--- src/rtl/shift_seq_pkg.sv ---
// Shared types and helpers for the shift sequencer controller and its datapath.
package shift_seq_pkg;

    typedef enum logic [1:0] {
        IDLE,
        LOAD,
        SHIFT,
        DONE
    } seq_state_t;

    // Width of a counter that must hold every value from 0 to w inclusive.
    function automatic int unsigned cnt_w(input int unsigned w);
        return $clog2(w + 1);
    endfunction

endpackage

--- src/rtl/shift_chain.sv ---
// Parallel-load shift register that shifts left on enable; the serial tap is the MSB.
module shift_chain #(
    parameter int unsigned W = 8
) (
    input  logic         clk,
    input  logic         reset,
    input  logic         load,
    input  logic [W-1:0] load_data,
    input  logic         shift,
    output logic         msb
);

    logic [W-1:0] shreg_q;
    logic [W-1:0] shreg_d;

    // Load wins over shift; the controller never requests both in one cycle.
    always_comb begin
        shreg_d = shreg_q;
        if (load) begin
            shreg_d = load_data;
        end else if (shift) begin
            shreg_d = {shreg_q[W-2:0], 1'b0};
        end
    end

    always_ff @(posedge clk) begin
        if (reset) begin
            shreg_q <= '0;
        end else begin
            shreg_q <= shreg_d;
        end
    end

    assign msb = shreg_q[W-1];

endmodule

--- src/rtl/shift_seq_ctrl.sv ---
// Serialises one W-bit word per valid/ready handshake, MSB first, one bit per shift_en strobe,
// with busy/done framing status and an abort path.
module shift_seq_ctrl
    import shift_seq_pkg::*;
#(
    parameter int unsigned W = 8
) (
    input  logic                  clk,
    input  logic                  reset,
    input  logic                  in_valid,
    input  logic [W-1:0]          in_data,
    output logic                  in_ready,
    input  logic                  shift_en,
    input  logic                  abort,
    output logic                  sout,
    output logic                  sout_valid,
    output logic                  busy,
    output logic                  done,
    output logic [cnt_w(W)-1:0]   bits_left
);

    localparam int unsigned CW = cnt_w(W);

    seq_state_t      state_q;
    seq_state_t      state_d;
    logic [CW-1:0]   cnt_q;
    logic [CW-1:0]   cnt_d;
    logic            sout_q;
    logic            sout_d;
    logic            sout_valid_q;
    logic            sout_valid_d;
    logic            done_q;
    logic            done_d;
    logic            chain_load;
    logic            chain_shift;
    logic            chain_msb;

    shift_chain #(
        .W (W)
    ) u_chain (
        .clk       (clk),
        .reset     (reset),
        .load      (chain_load),
        .load_data (in_data),
        .shift     (chain_shift),
        .msb       (chain_msb)
    );

    always_comb begin
        state_d      = state_q;
        cnt_d        = cnt_q;
        sout_d       = sout_q;
        sout_valid_d = 1'b0;
        done_d       = 1'b0;
        chain_load   = 1'b0;
        chain_shift  = 1'b0;

        unique case (state_q)
            IDLE: begin
                if (in_valid) begin
                    chain_load = 1'b1;
                    cnt_d      = CW'(W);
                    state_d    = LOAD;
                end
            end
            LOAD: begin
                // shift_en is deliberately ignored here so the first bit is never lost.
                if (abort) begin
                    cnt_d   = '0;
                    state_d = IDLE;
                end else begin
                    state_d = SHIFT;
                end
            end
            SHIFT: begin
                if (abort) begin
                    cnt_d   = '0;
                    state_d = IDLE;
                end else if (shift_en) begin
                    chain_shift  = 1'b1;
                    sout_d       = chain_msb;
                    sout_valid_d = 1'b1;
                    cnt_d        = cnt_q - 1'b1;
                    if (cnt_q == CW'(1)) begin
                        done_d  = 1'b1;
                        state_d = DONE;
                    end
                end
            end
            DONE: begin
                state_d = IDLE;
            end
            default: begin
                state_d = IDLE;
            end
        endcase
    end

    always_ff @(posedge clk) begin
        if (reset) begin
            state_q      <= IDLE;
            cnt_q        <= '0;
            sout_q       <= 1'b0;
            sout_valid_q <= 1'b0;
            done_q       <= 1'b0;
        end else begin
            state_q      <= state_d;
            cnt_q        <= cnt_d;
            sout_q       <= sout_d;
            sout_valid_q <= sout_valid_d;
            done_q       <= done_d;
        end
    end

    assign in_ready   = (state_q == IDLE);
    assign busy       = (state_q == LOAD) || (state_q == SHIFT);
    assign sout       = sout_q;
    assign sout_valid = sout_valid_q;
    assign done       = done_q;
    assign bits_left  = cnt_q;

    // A shift with an empty counter would wrap; the DONE transition must prevent it.
    a_no_wrap: assert property (@(posedge clk) disable iff (reset)
        (state_q == SHIFT) |-> (cnt_q != '0));

    a_done_in_done: assert property (@(posedge clk) disable iff (reset)
        done_q |-> (state_q == DONE));

endmodule

--- config.mk ---
export PLATFORM = sky130hd
export DESIGN_NAME = shift_seq_ctrl
export DESIGN_NICKNAME = d
export VERILOG_FILES = /design/src/rtl/shift_seq_pkg.sv /design/src/rtl/shift_chain.sv /design/src/rtl/shift_seq_ctrl.sv
export SDC_FILE = /design/constraint.sdc
export NUM_CORES = 1
export LEC_CHECK = 0
export ABC_AREA = 1
export BUFFER_PORTS_ARGS = -buffer_cell sky130_fd_sc_hd__buf_2
export CAP_MARGIN = 20
export CELL_PAD_IN_SITES_DETAIL_PLACEMENT = 0
export CELL_PAD_IN_SITES_GLOBAL_PLACEMENT = 1
export CORE_MARGIN = 5
export CORE_UTILIZATION = 37
export CTS_CLUSTER_DIAMETER = 60
export DETAILED_ROUTE_END_ITERATION = 6
export PLACE_DENSITY_LB_ADDON = 0.1
export RECOVER_POWER = 50
export SLEW_MARGIN = 10
export SYNTH_ARGS = -nofsm -noshare
export SYNTH_HDL_FRONTEND = slang
export SYNTH_HIERARCHICAL = 1
export SYNTH_SLANG_ARGS = --single-unit
export TNS_END_PERCENT = 50
--- constraint.sdc ---
create_clock -name clk -period 1.9 [get_ports clk]
set_clock_uncertainty 0.15 [all_clocks]
set_input_delay 0.38 -clock clk [delete_from_list [all_inputs] [get_ports clk]]
set_output_delay 0.38 -clock clk [all_outputs]
set_load 0.01 [all_outputs]
==> results of run 1 <==
final timing paths:
| path | startpoint | end | depth (start not counted) |
|---|---|---|---|
| max | state_q[0] | busy | 3 |
| min | in_data[0] | u_chain/shreg_q[0] | 3 |
| max reg2reg | state_q[0] | u_chain/shreg_q[5] | 11 |
| min reg2reg | u_chain/shreg_q[4] | u_chain/shreg_q[4] | 2 |
sequential cells by signal, indices dropped and copies added, names as in the netlist:
signal           flops
bits_left            4
done                 1
sout                 1
sout_valid           1
state_q              2
u_chain/shreg_q      8
worst min-delay path, cell delays in order:
cell and delay [ps]:
sky130_fd_sc_hd__buf_2 100, sky130_fd_sc_hd__nand2_1 50, sky130_fd_sc_hd__a21oi_1 50
power by group:
group	internal, mW	total [mW]	switching (mW)	leakage [nW]
Combinational	0.222	0.588	0.366	0.441
Clock	0.0781	0.194	0.116	0.0177
Sequential	0.423	0.471	0.0477	0.139
kinds of logic (layout without fill, tap and decap cells):
group / count (synthesis) / count (layout)
AOI/OAI and AO/OA: 10 / 10
adders and majority gates: 7 / 7
buffers and inverters: 26 / 51
and+or+nand+nor: 86 / 86
DFF: 17 / 17
layout make-up:
cell class | instances | area share
clock buffers | 3 | 0.0197
clock inverters | 1 | 0.00438
inverters | 24 | 0.0832
multi-input cells | 103 | 0.464
flip-flops and latches | 17 | 0.298
well taps | 30 | 0.0329
repair buffers | 23 | 0.0975
synth_stat cells (all sizes together):
cell type	count
nor3	3
ha	7
nand4	1
dfxtp	17
nand2	48
nand3	18
a21oi	10
clkinv	1
nor2	16
buf	2
inv	23
layer usage:
layer,GRT usage,vias up,share of wire
met3,0.0455,2,0.059
met4,0.0273,0,0.0091
li1,-,501,-
met5,0,-,0
met2,0.236,17,0.52
met1,0.129,417,0.41
per-stage QoR:
| step | power, mW | utilization |
|---|---|---|
| 3_3_place_gp | 1.09 | 0.450 |
| 3_5_place_dp | 1.09 | 0.450 |
| 5_1_grt | 1.38 | 0.453 |
| 6_report | 1.25 | 0.453 |
| 4_1_cts | 1.29 | 0.462 |
| 2_1_floorplan | 0.934 | - |
==> metrics.txt, run 1 <==
# TYPE chip_impl_metric gauge
chip_impl_metric{name="die_x",unit="um"} 61.9
chip_impl_metric{name="drt-pass1-iter-count",unit=""} 4
chip_impl_metric{name="grt.total_usage",unit=""} 0.124
chip_impl_metric{name="worst_slew_margin_rel",unit=""} 0.835
chip_impl_metric{name="routabilityCongestion",unit=""} 0.814
chip_impl_info{name="crit_path_cell_trace",value="inv_1 -> ha_1 -> buf_2"} 1
chip_impl_metric{name="finalHoldViolations",unit=""} 0
chip_impl_metric{name="synth_simple_gate_area_frac",unit=""} 0.386
chip_impl_metric{name="timing.critical_path.required",unit="ps"} 1370
chip_impl_metric{name="maxClockFrequency",unit="MHz"} 547
chip_impl_metric{name="flow.area_growth_from_synthesis",unit="%"} 14.6
chip_impl_metric{name="place_worst_setup_slack",unit="ps"} 10.8
chip_impl_metric{name="minimum_period_implied_by_the_final_worst_setup_slack",unit="ps"} 1830
chip_impl_metric{name="via_count",unit=""} 937
chip_impl_metric{name="clock_buffers_created_by_tritoncts",unit=""} 3
chip_impl_metric{name="fraction_of_synthesized_cell_area_in_xor_and_xnor_cells",unit=""} 0
chip_impl_metric{name="critPathMaxFanout",unit=""} 4
chip_impl_metric{name="synth_fa_ha_area_frac",unit=""} 0.0878
chip_impl_metric{name="setup_total_negative_slack",unit="ps"} 0
chip_impl_metric{name="grt_pass1_vias",unit=""} 892
chip_impl_metric{name="row_count",unit=""} 18
chip_impl_metric{name="setup_slack",unit="ps"} 71.2
chip_impl_info{name="setup.worst_path.start_class",value="flip-flop"} 1
chip_impl_metric{name="static_leakage",unit="nW"} 0.598
chip_impl_metric{name="syn-num-nets",unit=""} 166
chip_impl_info{name="main_combinational_cell_family_by_area_after_synthesis",value="simple AND/OR/NAND/NOR gates"} 1
chip_impl_metric{name="grt_antenna_before_repair",unit=""} 0
chip_impl_metric{name="dp_hpwl",unit="um"} 1720
chip_impl_metric{name="max_slew.worst_pin.slew",unit="ps"} 248
chip_impl_metric{name="place_area",unit="um2"} 1140
chip_impl_metric{name="mappedNetlistArea",unit="um2"} 997
chip_impl_metric{name="finalCritPeriodShare",unit=""} 0.963
chip_impl_metric{name="multiInputGateArea",unit="um2"} 531
chip_impl_info{name="class_of_the_tightest_hold_or_removal_check",value="in2reg"} 1
chip_impl_metric{name="routed_via_density",unit=""} 4.66
chip_impl_metric{name="htreeDepth",unit=""} 1
chip_impl_metric{name="globalRoute.totalOverflow",unit=""} 0
chip_impl_metric{name="detail_route.wl_per_cell",unit="um"} 10.4
chip_impl_metric{name="worstPathBufferInverterCount",unit=""} 2
chip_impl_metric{name="initial_core_util",unit=""} 0.395
chip_impl_info{name="yosys-top-cells-area",value="sky130_fd_sc_hd__dfxtp_1, sky130_fd_sc_hd__nand2_1, sky130_fd_sc_hd__ha_1"} 1
chip_impl_info{name="worstSetupPathType",value="reg2out"} 1
chip_impl_metric{name="per_instance_average_area_after_synthesis",unit="um2"} 6.83
chip_impl_metric{name="ys_ff_latch",unit=""} 17
chip_impl_metric{name="coreArea",unit="um2"} 2520
chip_impl_metric{name="synth_compound_gate_area_share",unit=""} 0.0728
chip_impl_metric{name="dr.first_iter.drc_count",unit=""} 30
chip_impl_metric{name="number_of_slew_limit_violations_in_the_final_report",unit=""} 0
chip_impl_metric{name="power_per_cell_area",unit="nW/um2"} 1100
chip_impl_metric{name="finalNetCount",unit=""} 192
chip_impl_metric{name="layoutNonFillerInstCount",unit=""} 201
chip_impl_metric{name="floorplan.die_area",unit="um2"} 3830
chip_impl_metric{name="postCtsHoldBufs",unit=""} 0
chip_impl_metric{name="cts.sink_count",unit=""} 17
chip_impl_metric{name="first_pass_grt_wire_length",unit="um"} 3510
chip_impl_metric{name="hold_slack",unit="ps"} 186
chip_impl_metric{name="synth.yosys.warnings",unit=""} 6
chip_impl_metric{name="antenna_violating_nets_left",unit=""} 0
chip_impl_metric{name="synthesis.instances",unit=""} 146
chip_impl_info{name="root_buffer",value="sky130_fd_sc_hd__clkbuf_4"} 1
chip_impl_metric{name="place_inst",unit=""} 197
chip_impl_metric{name="number_of_i_o_pins",unit=""} 22
chip_impl_metric{name="synth_mux_area_frac",unit=""} 0
chip_impl_info{name="endpoint_kind",value="primary output"} 1
chip_impl_info{name="setup_repair_after_global_routing_missed_its_margin",value="no"} 1
chip_impl_info{name="critical_path.top_delay_family",value="flip-flops"} 1
chip_impl_info{name="most-common-layout-cells",value="sky130_fd_sc_hd__nand2_1, sky130_fd_sc_hd__inv_1, sky130_fd_sc_hd__nand3_1, sky130_fd_sc_hd__dfxtp_1, sky130_fd_sc_hd__buf_2"} 1
chip_impl_info{name="result_of_the_run",value="complete, no violations"} 1
chip_impl_metric{name="synth_top_area_frac",unit=""} 0.341
chip_impl_metric{name="timing.final.setup_violations",unit=""} 0
chip_impl_metric{name="final_cell_area_excluding_filler_cells",unit="um2"} 1140
chip_impl_info{name="layout_commonest_cell",value="sky130_fd_sc_hd__nand2_1"} 1
chip_impl_info{name="synth.largest_area_cell",value="sky130_fd_sc_hd__dfxtp_1"} 1
chip_impl_metric{name="cts_resized",unit=""} 1
chip_impl_metric{name="yosysUniqueCellTypes",unit=""} 20
chip_impl_metric{name="cap_violations",unit=""} 0
chip_impl_metric{name="critical_path_arrival",unit="ps"} 1300
chip_impl_metric{name="post_route_cells_drive_above_1_share",unit=""} 0.175
chip_impl_metric{name="drt_drc_violations_left",unit=""} 0
chip_impl_metric{name="cts.reportedPaths.clkPinSlew",unit="ps"} 110
chip_impl_metric{name="fill_cells",unit=""} 277
chip_impl_metric{name="cts.path.max_buffers",unit=""} 2
chip_impl_metric{name="ys_seq_area_frac",unit=""} 0.341
chip_impl_metric{name="final-seq-area",unit="um2"} 340
chip_impl_metric{name="detail_route.wirelength",unit="um"} 2100
chip_impl_metric{name="regToRegSetupSlack",unit="ps"} 210
chip_impl_metric{name="vdd.ir_drop.worst",unit="V"} 0.000556
chip_impl_info{name="cell_at_the_slowest_stage_of_the_critical_path",value="sky130_fd_sc_hd__dfxtp_1"} 1
chip_impl_metric{name="insertedDiodeCount",unit=""} 0
chip_impl_metric{name="timing.critical_path.slowest_cell_delay",unit="ps"} 380
chip_impl_metric{name="post-cts-setup-buffers",unit=""} 0
chip_impl_metric{name="insertion_delay",unit="ps"} 290
chip_impl_metric{name="die_height",unit="um"} 61.9
chip_impl_info{name="cts_tree",value="built"} 1
chip_impl_metric{name="maximum_number_of_pins_on_one_net_before_global_route_repair",unit=""} 11
chip_impl_metric{name="placement.io_buffers",unit=""} 21
Power figures use the tool's default switching activity.
==> inputs of run 2 (changes only) <==
--- a/config.mk
+++ b/config.mk
@@ -12,9 +12,10 @@
 export CELL_PAD_IN_SITES_GLOBAL_PLACEMENT = 1
 export CORE_MARGIN = 5
 export CORE_UTILIZATION = 37
+export CTS_BUF_LIST = sky130_fd_sc_hd__clkbuf_16
 export CTS_CLUSTER_DIAMETER = 60
 export DETAILED_ROUTE_END_ITERATION = 6
-export PLACE_DENSITY_LB_ADDON = 0.1
+export PLACE_DENSITY_LB_ADDON = 0.08
 export RECOVER_POWER = 50
 export SLEW_MARGIN = 10
 export SYNTH_ARGS = -nofsm -noshare
==> constraint.sdc (replaced) <==
create_clock -name clk -period 1.9 [get_ports clk]
set_clock_uncertainty 0.15 [all_clocks]
set_input_delay 0.285 -clock clk [delete_from_list [all_inputs] [get_ports clk]]
set_output_delay 0.285 -clock clk [all_outputs]
set_load 0.01 [all_outputs]
==> run 2 against run 1 <==
Net effect:
- hold slack got worse by 45 ps
- sequential power about the same
- sequential share of layout area decreased by 1.5 points
- global-route usage increased by 0.37 points
- register-to-register slack got worse by 30 ps
- via count decreased by 1.7%
- critical path depth increased by 6
- wire length increased by 4.5%
- count of clock-buffer cells in the layout unchanged
- non-clock buffer count decreased by 1
- combinational power increased by 1%
- largest cell class unchanged
==> metrics.txt, run 2 (same netlist as run 1, synthesis figures left out) <==
# TYPE chip_impl_metric gauge
chip_impl_info{name="largest-register",value="u_chain/shreg_q"} 1
chip_impl_info{name="critical_path.top_delay_family",value="buffers and inverters"} 1
chip_impl_metric{name="max_slew.worst_pin.slew",unit="ps"} 419
chip_impl_info{name="reg2reg_from",value="state_q[0]"} 1
chip_impl_info{name="worstSetupPathType",value="reg2reg"} 1
chip_impl_metric{name="cts.path.max_buffers",unit=""} 2
chip_impl_metric{name="timing.critical_path.slowest_cell_delay",unit="ps"} 330
chip_impl_metric{name="vdd.ir_drop.worst",unit="V"} 0.000856
chip_impl_metric{name="coreArea",unit="um2"} 2520
chip_impl_metric{name="whs_path_depth",unit=""} 3
chip_impl_metric{name="post_route_cells_drive_above_1_share",unit=""} 0.171
chip_impl_metric{name="worst_slew_margin_rel",unit=""} 0.721
chip_impl_metric{name="dr.first_iter.drc_count",unit=""} 25
chip_impl_metric{name="final-seq-area",unit="um2"} 340
chip_impl_metric{name="static_leakage",unit="nW"} 0.619
chip_impl_metric{name="fin_total_pwr",unit="mW"} 1.50
chip_impl_metric{name="timing.reg2reg.worst_path_depth",unit=""} 9
chip_impl_metric{name="number_of_i_o_pins",unit=""} 22
chip_impl_metric{name="multiInputGateArea",unit="um2"} 546
chip_impl_metric{name="worstPathBufferInverterCount",unit=""} 4
chip_impl_metric{name="via_count",unit=""} 921
chip_impl_info{name="most-common-layout-cells",value="sky130_fd_sc_hd__nand2_1, sky130_fd_sc_hd__inv_1, sky130_fd_sc_hd__nand3_1, sky130_fd_sc_hd__dfxtp_1"} 1
chip_impl_metric{name="die_height",unit="um"} 61.9
chip_impl_metric{name="timing.critical_path.required",unit="ps"} 1900
chip_impl_metric{name="die_x",unit="um"} 61.9
chip_impl_info{name="layout_commonest_cell",value="sky130_fd_sc_hd__nand2_1"} 1
chip_impl_info{name="crit_path_cell_trace",value="inv_1 -> ha_1 -> nand2_1 -> inv_1 -> inv_2 -> nand3_1 -> nand3_1 -> nand2_1 -> inv_1"} 1
chip_impl_metric{name="initial_core_util",unit=""} 0.395
chip_impl_info{name="setup.worst_path.start_class",value="flip-flop"} 1
chip_impl_metric{name="routed_via_density",unit=""} 4.61
chip_impl_metric{name="grt_pass1_vias",unit=""} 891
chip_impl_info{name="hold_path_startpoint",value="in_data[0]"} 1
chip_impl_info{name="worst_setup_path_startpoint",value="state_q[0]"} 1
chip_impl_metric{name="setup_total_negative_slack",unit="ps"} 0
chip_impl_metric{name="htreeDepth",unit=""} 1
chip_impl_metric{name="clock_buffers_created_by_tritoncts",unit=""} 3
chip_impl_metric{name="detail_route.wl_per_cell",unit="um"} 11.0
chip_impl_metric{name="critPathMaxFanout",unit=""} 10
chip_impl_metric{name="floorplan.die_area",unit="um2"} 3830
chip_impl_metric{name="dp_hpwl",unit="um"} 1690
chip_impl_metric{name="detail_route.wirelength",unit="um"} 2190
chip_impl_info{name="setup_repair_after_global_routing_missed_its_margin",value="no"} 1
chip_impl_metric{name="final_cell_area_excluding_filler_cells",unit="um2"} 1200
chip_impl_info{name="cts_tree",value="built"} 1
chip_impl_metric{name="place_area",unit="um2"} 1130
chip_impl_metric{name="insertedDiodeCount",unit=""} 0
chip_impl_metric{name="finalCritPeriodShare",unit=""} 0.904
chip_impl_metric{name="drt-pass1-iter-count",unit=""} 4
chip_impl_metric{name="drt_drc_violations_left",unit=""} 0
chip_impl_metric{name="grt_antenna_before_repair",unit=""} 0
chip_impl_metric{name="hold_slack",unit="ps"} 141
chip_impl_metric{name="antenna_violating_nets_left",unit=""} 0
chip_impl_metric{name="power_per_cell_area",unit="nW/um2"} 1250
chip_impl_metric{name="routabilityCongestion",unit=""} 0.841
chip_impl_metric{name="fill_cells",unit=""} 280
chip_impl_metric{name="grt.total_usage",unit=""} 0.128
chip_impl_info{name="endpoint_kind",value="flip-flop"} 1
chip_impl_metric{name="minimum_period_implied_by_the_final_worst_setup_slack",unit="ps"} 1720
chip_impl_metric{name="finalHoldViolations",unit=""} 0
chip_impl_metric{name="final_core_util",unit=""} 0.476
chip_impl_metric{name="cp.depth",unit=""} 9
chip_impl_metric{name="insertion_delay",unit="ps"} 250
chip_impl_info{name="result_of_the_run",value="complete, no violations"} 1
chip_impl_metric{name="cts.reportedPaths.clkPinSlew",unit="ps"} 60
chip_impl_metric{name="cts.sink_count",unit=""} 17
chip_impl_metric{name="maximum_number_of_pins_on_one_net_before_global_route_repair",unit=""} 11
chip_impl_metric{name="critical_path_arrival",unit="ps"} 1720
chip_impl_metric{name="cap_violations",unit=""} 0
chip_impl_info{name="root_buffer",value="sky130_fd_sc_hd__clkbuf_16"} 1
chip_impl_info{name="cell_at_the_slowest_stage_of_the_critical_path",value="sky130_fd_sc_hd__dfxtp_1"} 1
chip_impl_metric{name="flow.area_growth_from_synthesis",unit="%"} 20.5
chip_impl_metric{name="number_of_slew_limit_violations_in_the_final_report",unit=""} 0
chip_impl_metric{name="largest_register_ff_count",unit=""} 8
chip_impl_metric{name="first_pass_grt_wire_length",unit="um"} 3640
chip_impl_metric{name="globalRoute.totalOverflow",unit=""} 0
chip_impl_info{name="class_of_the_tightest_hold_or_removal_check",value="in2reg"} 1
chip_impl_metric{name="placement.io_buffers",unit=""} 21
chip_impl_metric{name="maxClockFrequency",unit="MHz"} 582
chip_impl_metric{name="row_count",unit=""} 18
chip_impl_metric{name="timing.final.setup_violations",unit=""} 0
chip_impl_metric{name="finalNetCount",unit=""} 191
chip_impl_info{name="timing.critical_path.mode_cell",value="sky130_fd_sc_hd__inv_1"} 1
[run 2: changes by cell type in the layout (fill, tap and decap cells not counted)]
| cell | previous run | this run |
|---|---|---|
| sky130_fd_sc_hd__buf_2 | 14 | 13 |
| sky130_fd_sc_hd__clkbuf_1 | 7 | 8 |
| sky130_fd_sc_hd__inv_1 | 19 | 20 |
| sky130_fd_sc_hd__inv_2 | 3 | 2 |
| sky130_fd_sc_hd__nand2_2 | 0 | 1 |
| sky130_fd_sc_hd__nand3_1 | 18 | 17 |
| sky130_fd_sc_hd__a21oi_4 | 1 | 2 |
| sky130_fd_sc_hd__buf_4 | 2 | 1 |
| sky130_fd_sc_hd__clkbuf_4 | 3 | 0 |
| sky130_fd_sc_hd__a21oi_2 | 1 | 0 |
| sky130_fd_sc_hd__nand3_2 | 0 | 1 |
| sky130_fd_sc_hd__nand2_1 | 48 | 47 |
| sky130_fd_sc_hd__clkbuf_16 | 0 | 3 |
[run 2: routing by layer]
layer	GRT usage	routed length [um]	vias up
li1	-	-	504
met1	0.139	963	394
met2	0.227	1080	19
met3	0.0413	103	4
met4	0.0515	40	0
met5	0	0	-
[run 2: worst paths after layout]
check	end	slack (ps)
max	u_chain/shreg_q[2]	180
min	u_chain/shreg_q[0]	140
max reg2reg	u_chain/shreg_q[2]	180
min reg2reg	sout	310
[run 2: stage by stage]
step                cells  worst slack, ps
floorplan             146              229
global placement      196             62.6
detailed placement    196             3.69
CTS                   200              145
global route          200             8.47
finish                200              182
[run 2: final cells by class]
cell class                      count  area share
Multi-Input combinational cell    103       0.454
Sequential cell                    17       0.283
Timing Repair Buffer               22      0.0854
Inverter                           24      0.0792
Clock buffer                        3      0.0625
Tap cell                           30      0.0313
Clock inverter                      1     0.00417
[run 2: power by group]
part           internal, mW  total, mW  switching (mW)
combinational         0.219      0.595           0.376
clock                 0.282      0.429           0.147
sequential            0.424      0.472          0.0481
total                 0.925       1.50           0.571
[run 2: timing repair]
action / 4_1_cts / 5_1_grt
gates resized for setup: 1 / 1
hold buffers: 0 / 0
pin swaps: 0 / 0
endpoints found under the hold margin: 0 / 0
setup buffers: 0 / 0
endpoints found under the setup margin: 5 / 6
[run 2: worst register-to-register path, delay by kind of cell (launching register included)]
family                     cells  cell delay [ps]
buffers and inverters          4              610
and+or+nand+nor                4              300
adders and majority gates      1              220
DFF                            1              330
==> inputs of run 3 (changes only) <==
--- a/config.mk
+++ b/config.mk
@@ -15,8 +15,9 @@
 export CTS_BUF_LIST = sky130_fd_sc_hd__clkbuf_16
 export CTS_CLUSTER_DIAMETER = 60
 export DETAILED_ROUTE_END_ITERATION = 6
-export PLACE_DENSITY_LB_ADDON = 0.08
+export PLACE_DENSITY_LB_ADDON = 0.1
 export RECOVER_POWER = 50
+export REMOVE_ABC_BUFFERS = 1
 export SLEW_MARGIN = 10
 export SYNTH_ARGS = -nofsm -noshare
 export SYNTH_HDL_FRONTEND = slang
==> run 3 against run 2 <==
Net effect:
- final area is 0.31% higher
- setup slack better by 48 ps
- wire length is 3.0% higher
- sequential power about the same
- die area did not move
- non-clock buffer count increased by 1
- power shrank 0.18%
- sequential share of layout area down 0.088 points
- fmax up 2.9%
- global-route usage rose by 1.0 points
- critical path depth fell by 6
==> metrics.txt, run 3 (same netlist as run 1, synthesis figures left out) <==
# TYPE chip_impl_metric gauge
chip_impl_metric{name="htreeDepth",unit=""} 1
chip_impl_metric{name="row_count",unit=""} 18
chip_impl_metric{name="number_of_slew_limit_violations_in_the_final_report",unit=""} 0
chip_impl_metric{name="grt.total_usage",unit=""} 0.138
chip_impl_metric{name="cts.sink_count",unit=""} 17
chip_impl_info{name="worst_setup_path_startpoint",value="state_q[0]"} 1
chip_impl_info{name="hold_path_startpoint",value="in_data[0]"} 1
chip_impl_metric{name="setup_slack",unit="ps"} 230
chip_impl_metric{name="clock_buffers_created_by_tritoncts",unit=""} 3
chip_impl_metric{name="routabilityCongestion",unit=""} 0.839
chip_impl_metric{name="minimum_period_implied_by_the_final_worst_setup_slack",unit="ps"} 1670
chip_impl_metric{name="via_count",unit=""} 917
chip_impl_info{name="largest-register",value="u_chain/shreg_q"} 1
chip_impl_metric{name="first_pass_grt_wire_length",unit="um"} 3970
chip_impl_metric{name="antenna_violating_nets_left",unit=""} 0
chip_impl_metric{name="max_slew.worst_pin.slew",unit="ps"} 232
chip_impl_metric{name="timing.final.setup_violations",unit=""} 0
chip_impl_metric{name="die_height",unit="um"} 61.9
chip_impl_metric{name="grt_antenna_before_repair",unit=""} 0
chip_impl_info{name="most-common-layout-cells",value="sky130_fd_sc_hd__nand2_1, sky130_fd_sc_hd__inv_1, sky130_fd_sc_hd__nand3_1, sky130_fd_sc_hd__dfxtp_1"} 1
chip_impl_metric{name="timing.critical_path.required",unit="ps"} 1460
chip_impl_metric{name="fin_total_pwr",unit="mW"} 1.49
chip_impl_metric{name="detail_route.wirelength",unit="um"} 2260
chip_impl_info{name="cell_at_the_slowest_stage_of_the_critical_path",value="sky130_fd_sc_hd__ha_1"} 1
chip_impl_info{name="class_of_the_tightest_hold_or_removal_check",value="in2reg"} 1
chip_impl_metric{name="power_per_cell_area",unit="nW/um2"} 1240
chip_impl_metric{name="place_area",unit="um2"} 1140
chip_impl_metric{name="finalHoldViolations",unit=""} 0
chip_impl_info{name="setup.worst_path.start_class",value="flip-flop"} 1
chip_impl_metric{name="globalRoute.totalOverflow",unit=""} 0
chip_impl_info{name="endpoint_kind",value="primary output"} 1
chip_impl_info{name="root_buffer",value="sky130_fd_sc_hd__clkbuf_16"} 1
chip_impl_metric{name="number_of_i_o_pins",unit=""} 22
chip_impl_metric{name="drt_drc_violations_left",unit=""} 0
chip_impl_metric{name="cts.path.max_buffers",unit=""} 2
chip_impl_metric{name="dp_hpwl",unit="um"} 1800
chip_impl_info{name="result_of_the_run",value="complete, no violations"} 1
chip_impl_metric{name="routed_via_density",unit=""} 4.56
chip_impl_metric{name="die_x",unit="um"} 61.9
chip_impl_metric{name="drt-pass1-iter-count",unit=""} 6
chip_impl_metric{name="post_route_cells_drive_above_1_share",unit=""} 0.175
chip_impl_metric{name="timing.critical_path.slowest_cell_delay",unit="ps"} 370
chip_impl_metric{name="insertion_delay",unit="ps"} 240
chip_impl_info{name="cts_tree",value="built"} 1
chip_impl_info{name="reg2reg_from",value="state_q[0]"} 1
chip_impl_metric{name="worst_slew_margin_rel",unit=""} 0.845
chip_impl_metric{name="initial_core_util",unit=""} 0.395
chip_impl_metric{name="grt_pass1_vias",unit=""} 932
chip_impl_metric{name="detail_route.wl_per_cell",unit="um"} 11.2
chip_impl_metric{name="insertedDiodeCount",unit=""} 0
chip_impl_info{name="worstSetupPathType",value="reg2out"} 1
chip_impl_metric{name="vdd.ir_drop.worst",unit="V"} 0.000638
chip_impl_metric{name="final_cell_area_excluding_filler_cells",unit="um2"} 1200
chip_impl_metric{name="cap_violations",unit=""} 0
chip_impl_metric{name="hold_slack",unit="ps"} 143
chip_impl_metric{name="flow.area_growth_from_synthesis",unit="%"} 20.8
chip_impl_metric{name="placement.io_buffers",unit=""} 21
chip_impl_metric{name="largest_register_ff_count",unit=""} 8
chip_impl_metric{name="post-cts-setup-buffers",unit=""} 0
chip_impl_info{name="setup_repair_after_global_routing_missed_its_margin",value="no"} 1
chip_impl_metric{name="final_core_util",unit=""} 0.478
chip_impl_metric{name="floorplan.die_area",unit="um2"} 3830
chip_impl_metric{name="coreArea",unit="um2"} 2520
chip_impl_metric{name="maxClockFrequency",unit="MHz"} 599
chip_impl_metric{name="maximum_number_of_pins_on_one_net_before_global_route_repair",unit=""} 11
chip_impl_metric{name="finalCritPeriodShare",unit=""} 0.879
chip_impl_info{name="crit_path_cell_trace",value="inv_1 -> ha_1 -> buf_2"} 1
chip_impl_metric{name="finalNetCount",unit=""} 192
chip_impl_metric{name="critical_path_arrival",unit="ps"} 1240
chip_impl_metric{name="dr.first_iter.drc_count",unit=""} 30
chip_impl_metric{name="critPathMaxFanout",unit=""} 4
chip_impl_metric{name="place_worst_setup_slack",unit="ps"} -14.9
chip_impl_info{name="layout_commonest_cell",value="sky130_fd_sc_hd__nand2_1"} 1
chip_impl_metric{name="cts.reportedPaths.clkPinSlew",unit="ps"} 50
chip_impl_metric{name="postCtsHoldBufs",unit=""} 0
chip_impl_metric{name="static_leakage",unit="nW"} 0.621
-- run 3: cell count changes in the layout (fill, tap and decap cells not counted), sizes merged --
cell and delta:
clkbuf +1
-- run 3: worst max-delay path: cells and delay by family (launching register included) --
kind                       cells  cell delay [ps]
adders and majority gates      1              370
DFF                            1              360
buffers and inverters          2              260
-- run 3: cell type report --
cell class              instances  area [um2]
clock buffers                   3        75.1
clock inverters                 1        5.00
fillers                       289        1320
inverters                      24        95.1
multi-input cells             103         546
flip-flops and latches         17         340
well taps                      30        37.5
repair buffers                 23         106
-- run 3: final timing paths --
path | slack, ps | end | cells past startpoint
setup / recovery | 230 | busy | 3
hold / removal | 140 | u_chain/shreg_q[0] | 3
setup reg to reg | 250 | u_chain/shreg_q[2] | 11
hold reg to reg | 320 | sout | 2
-- run 3: metrics by stage --
step | instances | setup TNS, ps
2_1_floorplan | 144 | 0
3_3_place_gp | 197 | 0
3_5_place_dp | 197 | -55.2
4_1_cts | 201 | 0
5_1_grt | 201 | 0
6_report | 201 | 0
-- run 3: power breakdown --
| part | total (mW) | switching [mW] | leakage, nW | internal [mW] |
|---|---|---|---|---|
| logic | 0.600 | 0.378 | 0.441 | 0.222 |
| clock network | 0.421 | 0.139 | 0.0409 | 0.281 |
| registers | 0.473 | 0.0481 | 0.139 | 0.424 |
-- run 3: layer usage --
layer | vias to the layer above | part of all wire | track usage
li1 | 503 | - | -
met1 | 395 | 0.45 | 0.164
met2 | 17 | 0.50 | 0.247
met3 | 2 | 0.047 | 0.0186
met4 | 0 | 0.0075 | 0.0576
met5 | - | 0 | 0
-- run 3: repair_timing --
item,CTS,global route
setup endpoints to repair,7,7
pin swaps,0,0
endpoints found under the hold margin,0,0
resized for setup,1,2
